### src/rtl/wb_stage_pkg.sv
// Shared constants and bus types for the MEM/WB write-back slice.
// Optional feature macro used by this slice: WB_HILO_BYPASS_EN.
package wb_stage_pkg;

  localparam logic RstEnable   = 1'b1;
  localparam logic WriteEnable = 1'b1;

  typedef logic [4:0]  RegAddrBus;
  typedef logic [31:0] RegBus;

  localparam RegBus ZeroWord = '0;

  // Bit positions within the six-bit pipeline stall vector
  localparam int STALL_MEM = 4;
  localparam int STALL_WB  = 5;

endpackage

### src/rtl/hilo_reg.sv
// Architectural HI/LO register pair, written on a committing WB HI/LO write.
// Defining WB_HILO_BYPASS_EN makes the read ports write-through.
module hilo_reg
  import wb_stage_pkg::*;
#(
  parameter int DATA_W = 32
) (
  input  logic              clk,
  input  logic              rst,
  input  logic              commit,
  input  logic              whilo,
  input  logic [DATA_W-1:0] hi,
  input  logic [DATA_W-1:0] lo,
  output logic [DATA_W-1:0] hi_o,
  output logic [DATA_W-1:0] lo_o
);

  logic [DATA_W-1:0] hi_q;
  logic [DATA_W-1:0] lo_q;
  logic              we;

  assign we = commit & whilo;

  always_ff @(posedge clk) begin
    if (rst == RstEnable) begin
      hi_q <= '0;
      lo_q <= '0;
    end else if (we == WriteEnable) begin
      hi_q <= hi;
      lo_q <= lo;
    end
  end

`ifdef WB_HILO_BYPASS_EN
  // Forward the in-flight value even while WB is held; it will be written once the hold clears
  assign hi_o = whilo ? hi : hi_q;
  assign lo_o = whilo ? lo : lo_q;
`else
  assign hi_o = hi_q;
  assign lo_o = lo_q;
`endif

endmodule

### src/rtl/wb_stage.sv
// MEM/WB pipeline register, HI/LO ownership and retired-instruction counter.
// Build option: WB_HILO_BYPASS_EN (write-through HI/LO read ports in hilo_reg).
module wb_stage
  import wb_stage_pkg::*;
#(
  parameter int DATA_W = 32,
  parameter int ADDR_W = 5
) (
  input  logic              clk,
  input  logic              rst,
  input  logic [5:0]        stall,
  input  logic              mem_valid,
  input  logic [ADDR_W-1:0] mem_wd,
  input  logic              mem_wreg,
  input  logic [DATA_W-1:0] mem_wdata,
  input  logic              mem_whilo,
  input  logic [DATA_W-1:0] mem_hi,
  input  logic [DATA_W-1:0] mem_lo,
  output logic [ADDR_W-1:0] wb_wd,
  output logic              wb_wreg,
  output logic [DATA_W-1:0] wb_wdata,
  output logic              wb_whilo,
  output logic [DATA_W-1:0] wb_hi,
  output logic [DATA_W-1:0] wb_lo,
  output logic [DATA_W-1:0] hi_o,
  output logic [DATA_W-1:0] lo_o,
  output logic [31:0]       instret
);

  logic  valid_q;
  logic  commit;
  RegBus instret_q;

  // The WB occupant retires on any non-reset edge where WB is not held
  assign commit = (rst != RstEnable) && !stall[STALL_WB];

  always_ff @(posedge clk) begin
    if (rst == RstEnable) begin
      valid_q  <= 1'b0;
      wb_wd    <= '0;
      wb_wreg  <= 1'b0;
      wb_wdata <= '0;
      wb_whilo <= 1'b0;
      wb_hi    <= '0;
      wb_lo    <= '0;
    end else if (stall[STALL_MEM] && !stall[STALL_WB]) begin
      valid_q  <= 1'b0;
      wb_wd    <= '0;
      wb_wreg  <= 1'b0;
      wb_wdata <= '0;
      wb_whilo <= 1'b0;
      wb_hi    <= '0;
      wb_lo    <= '0;
    end else if (!(stall[STALL_MEM] && stall[STALL_WB])) begin
      valid_q  <= mem_valid;
      wb_wd    <= mem_wd;
      wb_wreg  <= mem_wreg;
      wb_wdata <= mem_wdata;
      wb_whilo <= mem_whilo;
      wb_hi    <= mem_hi;
      wb_lo    <= mem_lo;
    end
  end

  always_ff @(posedge clk) begin
    if (rst == RstEnable) begin
      instret_q <= ZeroWord;
    end else if (commit && valid_q) begin
      instret_q <= instret_q + 32'd1;
    end
  end

  assign instret = instret_q;

  hilo_reg #(
    .DATA_W(DATA_W)
  ) u_hilo (
    .clk    (clk),
    .rst    (rst),
    .commit (commit),
    .whilo  (wb_whilo),
    .hi     (wb_hi),
    .lo     (wb_lo),
    .hi_o   (hi_o),
    .lo_o   (lo_o)
  );

endmodule

### config.mk
export PLATFORM = sky130hd
export DESIGN_NAME = wb_stage
export DESIGN_NICKNAME = d
export VERILOG_FILES = /design/src/rtl/wb_stage_pkg.sv /design/src/rtl/hilo_reg.sv /design/src/rtl/wb_stage.sv
export SDC_FILE = /design/constraint.sdc
export NUM_CORES = 1
export LEC_CHECK = 0
export CORE_ASPECT_RATIO = 0.5
export CORE_MARGIN = 2
export CORE_UTILIZATION = 47
export CTS_CLUSTER_DIAMETER = 40
export DETAILED_ROUTE_END_ITERATION = 16
export GPL_TIMING_DRIVEN = 0
export PLACE_DENSITY_LB_ADDON = 0.25
export SYNTH_ARGS = -nofsm -noshare
export SYNTH_HDL_FRONTEND = slang
export SYNTH_SLANG_ARGS = --single-unit
### constraint.sdc
create_clock -name clk -period 5.2 [get_ports clk]
set_input_delay 1.56 -clock clk [delete_from_list [all_inputs] [get_ports clk]]
set_output_delay 1.56 -clock clk [all_outputs]
set_load 0.03 [all_outputs]
# == After elaboration in Yosys (flattened, before gate mapping) ==
# Cells that the tools add are included.
# classes
add_sub_neg,1
n_mul,0
div,0
n_lt_le_gt_ge,0
n_eq_ne,0
shift,0
n_mux,0
bitwise,2
n_reduce_logical,6
# op_table
op,count
$add A32 B1 Y32 const B,1
$logic_and A1 B1 Y1,4
$reduce_or A2 Y1,1
$and A1 B1 Y1,1
$logic_not A1 Y1,1
$not A1 Y1,1
# totals
regBits,200
latchBits,0
mem_bits_rw,0
mem_bits_ro,0
in_bits,112
out_inout_bits,199
elab_cells,19
n_memories,0

# == Logic depth before layout (Yosys ltp) ==
# Gate-level depths: netlist (run 1).
# depth
word_depth,3
depth_mapped,7
mapped_depth_nobuf,6

# == Modules after synthesis ==
# Synthesis (run 1) repeated with hierarchy kept, for this count alone.
# unflattened
cells_unflattened,930
hier_area_um2,8265.4
# by_module_without_submodules
module,instances,cells_per_inst,area_per_inst_um2,seq_area_each_um2
wb_stage,1,639,5477.8,2722.6
hilo_reg,1,291,2787.7,1281.2

# == Least setup slack after synthesis (run 1) ==
# Ideal clock, no wire load.
# synth_timing
kind,in2reg
startpoint,in stall[5]
endpoint,"reg instret_q[28], in the netlist instret[28]"
setup_ns,0.128
arrival_time_ns,2.882
required_ns,5.072
setup_slack_ns,2.190
stages,7
path_buffers,2
path_cell_list,buf_6 -> or3b_4 -> nor4_4 -> buf_4 -> nand4_1 -> xor2_1 -> nor2_1
# synth_via
elab_chain_cells,3
# synth_rtl
element,line,text
from (decl),wb_stage.sv:11,"input logic [5:0] stall,"
$logic_not A1 Y1,wb_stage.sv:35,assign commit = (rst != RstEnable) && !stall[STALL_WB];
$logic_and A1 B1 Y1,wb_stage.sv:35,
$logic_and A1 B1 Y1,wb_stage.sv:68,end else if (commit && valid_q) begin
to (signal assigned),wb_stage.sv:67,instret_q <= ZeroWord;
to (signal assigned),wb_stage.sv:69,instret_q <= instret_q + 32'd1;
to (decl),wb_stage.sv:32,RegBus instret_q;
# Every way passes these cells.
# A chain may end at the register's enable or synchronous reset.

# == Final worst setup path (run 1) ==
# layout_timing
startpoint,in rst
endpoint,"reg u_hilo.lo_q[28], in the netlist u_hilo.lo_o[28]"
# layout_via
elab_chain_cells,3
# layout_rtl
element,line,text
from (decl),wb_stage.sv:10,"input logic rst,"
$not A1 Y1,wb_stage.sv:35,
$logic_and A1 B1 Y1,wb_stage.sv:35,
$and A1 B1 Y1,hilo_reg.sv:22,assign we = commit & whilo;
to (signal assigned),hilo_reg.sv:30,lo_q <= lo;
to (decl),hilo_reg.sv:19,logic [DATA_W-1:0] lo_q;
# Several ways; a longest one is shown, not always the timed one.

==> summary.txt, run 1 <==
Floorplan
  – Die Span X: 185 um
  – I/O pin count: 311
  – Die area: 0.0175 mm2
  – Core area: 0.0162 mm2
  – Starting density of the core: between 40 and 50%
  – FP Rows: 33
  – Die Y: 94.6 um

Yosys
  – Mapped Cells: 900
  – Largest family of logic cells by synthesized area: simple AND/OR/NAND/NOR gates
  – Post-Synth XOR/XNOR Area: 3.18%
  – Multiplexer share of the synthesized area: less than 1%
  – Synthesized area: 0.00771 mm2
  – Compound-Gate Fraction of Synth Area: 11.3%
  – Yosys cell types: 28
  – Post-Synth Simple-Gate Area: 29.6%
  – Synthesized flop and latch total: 200
  – Ys Warns: 0
  – Register area share after synthesis: between 50% and 60%
  – Post-Synth Adder-Cell Area: 0.162%
  – Average size of a mapped cell: 8.57 um2
  – Synthesized Nets: 1013

GRT
  – Initial antenna violation count: 0
  – Grt ovf: 0
  – Global-route wire length before repair: about 35000 um
  – Tot GR Track Use: between 20% and 30%
  – Number of global-route vias before repair: ~7000
  – Pin count of the biggest net entering global routing: 20

CTS
  – Root Buffer: clkbuf_16
  – Hold buffer count at CTS: 0
  – CTS tree: built
  – Post-CTS Setup Inserts: 0
  – Max H-tree Level: 4
  – Post-CTS resize count: 0
  – Clock slew at reported path FFs: 0.08 ns
  – Clock sink total: 200
  – Clk_lat worst skew: 0.43 ns
  – Total CTS buffers: 17
  – Clock tree buffer depth: 2

Place
  – Pre-CTS setup slack: 1.37 ns
  – Routability cong.: 0.818
  – Buffers on Ports: approximately 300
  – Post-DP HPWL: 17100 um
  – Placed Area: 0.0110 mm2
  – Dpl cells: approximately 1400

Run
  – Max cap viols: 0

Routing
  – DR vias/cell: 5.08
  – DRC viols: 0
  – TritonRoute pass-1 iters: 7
  – Initial DRC Count: 345
  – Via count: 7439
  – Routed WL per cell: 15.7 um
  – Antenna viol nets, final: 0
  – Final WL: around 23000 um

Power
  – VDD IR-drop max: 216 uV
  – Power per Cell Area: 284 mW/mm2
  – Leakage: approximately 4.0 nW
  – Pwr Total: between 3 and 4 mW

Setup path
  – Critical Path AT: 3.73 ns
  – Reg-to-reg startpoint: wb_whilo$_SDFFE_PP0N_
  – Crit Path Class: in2reg
  – CP Launch Point: rst
  – Setup crit end kind: flip-flop
  – Required time worst endpoint: 5.56 ns
  – CP startpoint kind: primary input
  – Max FO, Critical Path: 10

STA
  – Final setup vio count: 0
  – Relative slew slack: 48.0%
  – Clk_skew: 0.0140 ns
  – Final slew viol count: 0
  – Final Cycle Share: about two thirds
  – Fmax: 0.296 GHz
  – Minimum clock period: 3.37 ns
  – Setup slack after layout: 1.83 ns
  – RSZ-0062 raised after global routing: no
  – Final Hold Vio Count: 0
  – Final hold slack: 0.468 ns
  – Final TNS setup: 0 ns
  – Slew @ Worst Pin: 0.780 ns

Layout
  – Non-filler cells, final: 1463
  – Commonest non-fill, non-tap cells in the layout: clkdlybuf4s50_1 (304), dfxtp_1 (200), nand2b_1 (168)
  – Share of cells above drive strength 1: around 3.2%
  – Commonest non-fill, non-tap cell in the layout: clkdlybuf4s50_1
  – Synthesis-to-finish area growth: 50.5%
  – Nets@finish: roughly 1300
  – # diodes: 0
  – Final instance area: 0.0116 mm2
  – Final core utilization: 71.5%

Worst hold path
  – Class of the worst hold path: reg2reg
  – Hold path start: wb_wdata[0]$_SDFFE_PP0N_

Run status
  – Status: complete, no violations
[layer usage]
metal	global-route usage, %	wire [um]
met2	45.0	11200
met5	0	0
met4	9.85	626
met1	30.4	9660
met3	6.25	1400
[flip-flops by register name, indices dropped and copies added, names as in the netlist]
register / flops
instret: 32
u_hilo.hi_o: 32
u_hilo.lo_o: 32
wb_hi: 32
wb_lo: 32
wb_wdata: 32
wb_wd: 5
valid_q: 1
wb_whilo: 1
wb_wreg: 1
[cells in the mapped netlist, drive strengths merged]
master,count,area share (%)
buf,6,0.44
or2,1,0.081
nand2,72,3.5
nor2b,1,0.081
clkbuf,67,3.3
nor3,2,0.19
or3,3,0.24
nand3,116,7.5
nor4,2,0.55
a21oi,107,6.9
xor2,24,2.7
o21ai,67,4.3
and4,2,0.23
dfxtp,200,52
xnor2,4,0.45
nor2,34,1.7
nand4,13,1.1
nor3b,1,0.097
or3b,1,0.15
mux2i,1,0.13
nand2b,168,14
and3,6,0.49
ha,1,0.16
inv,1,0.049
[cells by family after synthesis]
| family | count (synthesis) |
|---|---|
| compound gates | 174 |
| simple gates | 422 |
| xor+xnor | 28 |
| fa+ha+maj | 1 |
| flops | 200 |
| buf+inv | 74 |
| mux | 1 |
[worst max-delay path, cell delays in order]
cell and delay (ns):
clkdlybuf4s50_1 0.49, nor3b_1 0.28, clkbuf_1 0.44, clkbuf_1 0.36, clkbuf_1 0.42, nand2_1 0.10
o21ai_0 0.08
[area by class of cell]
cell class | instances | area [um2]
Clock buffer | 18 | 429
Sequential cell | 200 | 4000
Multi-Input combinational cell | 626 | 3420
Fill cell | 1253 | 4620
Inverter | 1 | 3.75
Tap cell | 227 | 284
Clock inverter | 14 | 139
Buffer | 73 | 285
Timing Repair Buffer | 304 | 3040
[worst paths after layout]
| check | slack, ns | to | cells past startpoint |
|---|---|---|---|
| setup / recovery | 1.83 | u_hilo.lo_o[28]$_SDFFE_PP0P_ | 7 |
| hold / removal | 0.47 | wb_wdata[0]$_SDFFE_PP0N_ | 2 |
| setup reg to reg | 3.11 | u_hilo.lo_o[28]$_SDFFE_PP0P_ | 6 |
| hold reg to reg | 0.47 | wb_wdata[0]$_SDFFE_PP0N_ | 2 |
[report_power, final]
group          switching (mW)  internal [mW]  leakage, nW
Sequential             0.0308           1.57         1.63
Clock                   0.642          0.637        0.277
Combinational           0.214          0.192         2.11
Total                   0.887           2.40         4.02
(Power assumes the default switching activity.)
==> inputs of run 2 (changes only) <==
Settings changed: CORE_UTILIZATION 47 to 43.
Clock period 5.2 ns to 3.2 ns, I/O delays scaled along.
==> summary.txt, run 2 (synthesized netlist as in run 1, its figures left out) <==
GRT
  – Tot GR Track Use: 24.4% (-1.1 points)
  – Initial antenna violation count: 0 (unchanged)
  – Pin count of the biggest net entering global routing: 17 (-15%)
  – Global-route wire length before repair: 38000 um (+8.1%)
  – Number of global-route vias before repair: 7453 (+4.8%)
  – Grt ovf: 0 (unchanged)

CTS
  – Clock slew at reported path FFs: 0.06 ns (-0.02 ns)
  – Hold buffer count at CTS: 0 (unchanged)
  – CTS tree: built
  – Clock sink total: 200 (unchanged)
  – Max H-tree Level: 4 (unchanged)
  – Clk_lat worst skew: 0.42 ns (about the same)
  – Root Buffer: clkbuf_16
  – Post-CTS Setup Inserts: 0 (unchanged)
  – Total CTS buffers: 17 (unchanged)
  – Clock tree buffer depth: 2 (unchanged)
  – Post-CTS resize count: 0 (unchanged)

STA
  – Final setup vio count: 0 (unchanged)
  – Final Hold Vio Count: 0 (unchanged)
  – Final Cycle Share: 90.6%
  – Relative slew slack: 50.0% (+2.0 points)
  – Minimum clock period: 2.90 ns
  – RSZ-0062 raised after global routing: no
  – Final slew viol count: 0 (unchanged)
  – Clk_skew: 0.0101 ns (-0.00382 ns)
  – Setup slack after layout: 0.301 ns (-1.53 ns)
  – Slew @ Worst Pin: 0.744 ns (-0.0359 ns)
  – Fmax: 0.345 GHz

Power
  – Power per Cell Area: 458 mW/mm2 (+61%)
  – Leakage: 3.99 nW (-0.61%)
  – VDD IR-drop max: 459 uV (+110%)

Setup path
  – Max FO, Critical Path: 10 (unchanged)
  – Required time worst endpoint: 3.53 ns (-2.03 ns)
  – Crit Path Class: in2reg
  – CP startpoint kind: primary input
  – Critical Path AT: 3.23 ns (-0.50 ns)
  – Setup crit end kind: flip-flop

Layout
  – Area of the multi-input gates: 0.00342 mm2 (unchanged)
  – Register area: 0.00400 mm2 (unchanged)
  – Share of cells above drive strength 1: 2.84% (-0.32 points)
  – Synthesis-to-finish area growth: 50.3%
  – Final core utilization: 66.3% (-5.2 points)
  – Non-filler cells, final: 1468 (+0.34%)
  – # diodes: 0 (unchanged)
  – Commonest non-fill, non-tap cell in the layout: clkdlybuf4s50_1
  – Nets@finish: 1336 (unchanged)
  – Commonest non-fill, non-tap cells in the layout: clkdlybuf4s50_1 (304), dfxtp_1 (200), nand2b_1 (168)
  – FILL cells: 1479 (+18%)

Routing
  – DRC viols: 0 (unchanged)
  – TritonRoute pass-1 iters: 5 (-2)
  – Via count: 7441 (+0.027%)
  – Final WL: 23700 um (+3.3%)
  – Initial DRC Count: 361 (+4.6%)
  – Routed WL per cell: 16.1 um (+3.0%)
  – Antenna viol nets, final: 0 (unchanged)
  – DR vias/cell: 5.07 (-0.31%)

Floorplan
  – Die Span X: 193 um (+4.4%)
  – I/O pin count: 311 (unchanged)
  – FP Rows: 34 (+3.0%)
  – Die area: 0.0191 mm2 (+9.0%)
  – Die Y: 98.7 um (+4.4%)
  – Core area: 0.0175 mm2 (+7.7%)
  – Starting density of the core: 44.1% (-3.4 points)

Run
  – Max cap viols: 0 (unchanged)

Place
  – Post-DP HPWL: 17700 um (+3.6%)
  – Routability cong.: 0.836 (+2.2%)
  – Buffers on Ports: 304 (unchanged)
  – Dpl cells: 1438 (+0.49%)
  – Pre-CTS setup slack: -0.108 ns (-1.47 ns)

Run status
  – Status: complete, no violations

Worst hold path
  – Class of the worst hold path: reg2reg
-- run 2: final timing paths --
kind,from,end,slack (ns),depth (start not counted)
worst max-delay path,rst,u_hilo.lo_o[18]$_SDFFE_PP0P_,0.30,7
worst min-delay path,wb_wdata[22]$_SDFFE_PP0N_,wb_wdata[22]$_SDFFE_PP0N_,0.47,2
worst max register to register,wb_whilo$_SDFFE_PP0N_,u_hilo.lo_o[18]$_SDFFE_PP0P_,0.97,6
worst min register to register,wb_wdata[22]$_SDFFE_PP0N_,wb_wdata[22]$_SDFFE_PP0N_,0.47,2
-- run 2: through the flow --
step / hold slack, ns / setup TNS [ns] / cell area [um2] / total power, mW
after floorplan: 0.470 / 0 / 7710 / 2.98
after global placement: 0.453 / -2.58 / 11000 / 3.32
after detailed placement: 0.461 / -2.46 / 11000 / 3.33
after CTS: 0.470 / 0 / 11600 / 5.34
after global routing: 0.494 / 0 / 11600 / 5.48
final: 0.468 / 0 / 11600 / 5.30
-- run 2: report_power, final --
group / total (mW) / internal [mW] / switching (mW)
combinational: 0.665 / 0.313 / 0.352
sequential: 2.61 / 2.56 / 0.0501
clock: 2.03 / 1.09 / 0.935
-- run 2: layout make-up --
cell class                      count  area share, %
Timing Repair Buffer              304           26.2
Inverter                            1         0.0324
Clock inverter                      9          0.820
Sequential cell                   200           34.5
Multi-Input combinational cell    626           29.5
Tap cell                          234           2.53
Clock buffer                       21           3.89
Buffer                             73           2.46
-- run 2: critical path, cell delays in order --
cell and delay (ns):
clkdlybuf4s50_1 0.49, nor3b_1 0.27, clkbuf_1 0.46, clkbuf_1 0.40, clkbuf_1 0.42, nand2_1 0.11, o21ai_0 0.11
-- run 2: routing by layer --
metal	up-vias	global-route usage (%)	routed length, um
li1	3644	-	-
met1	3548	29.5	10000
met2	215	43.7	11700
met3	34	5.82	1460
met4	0	7.28	514
met5	-	0	0
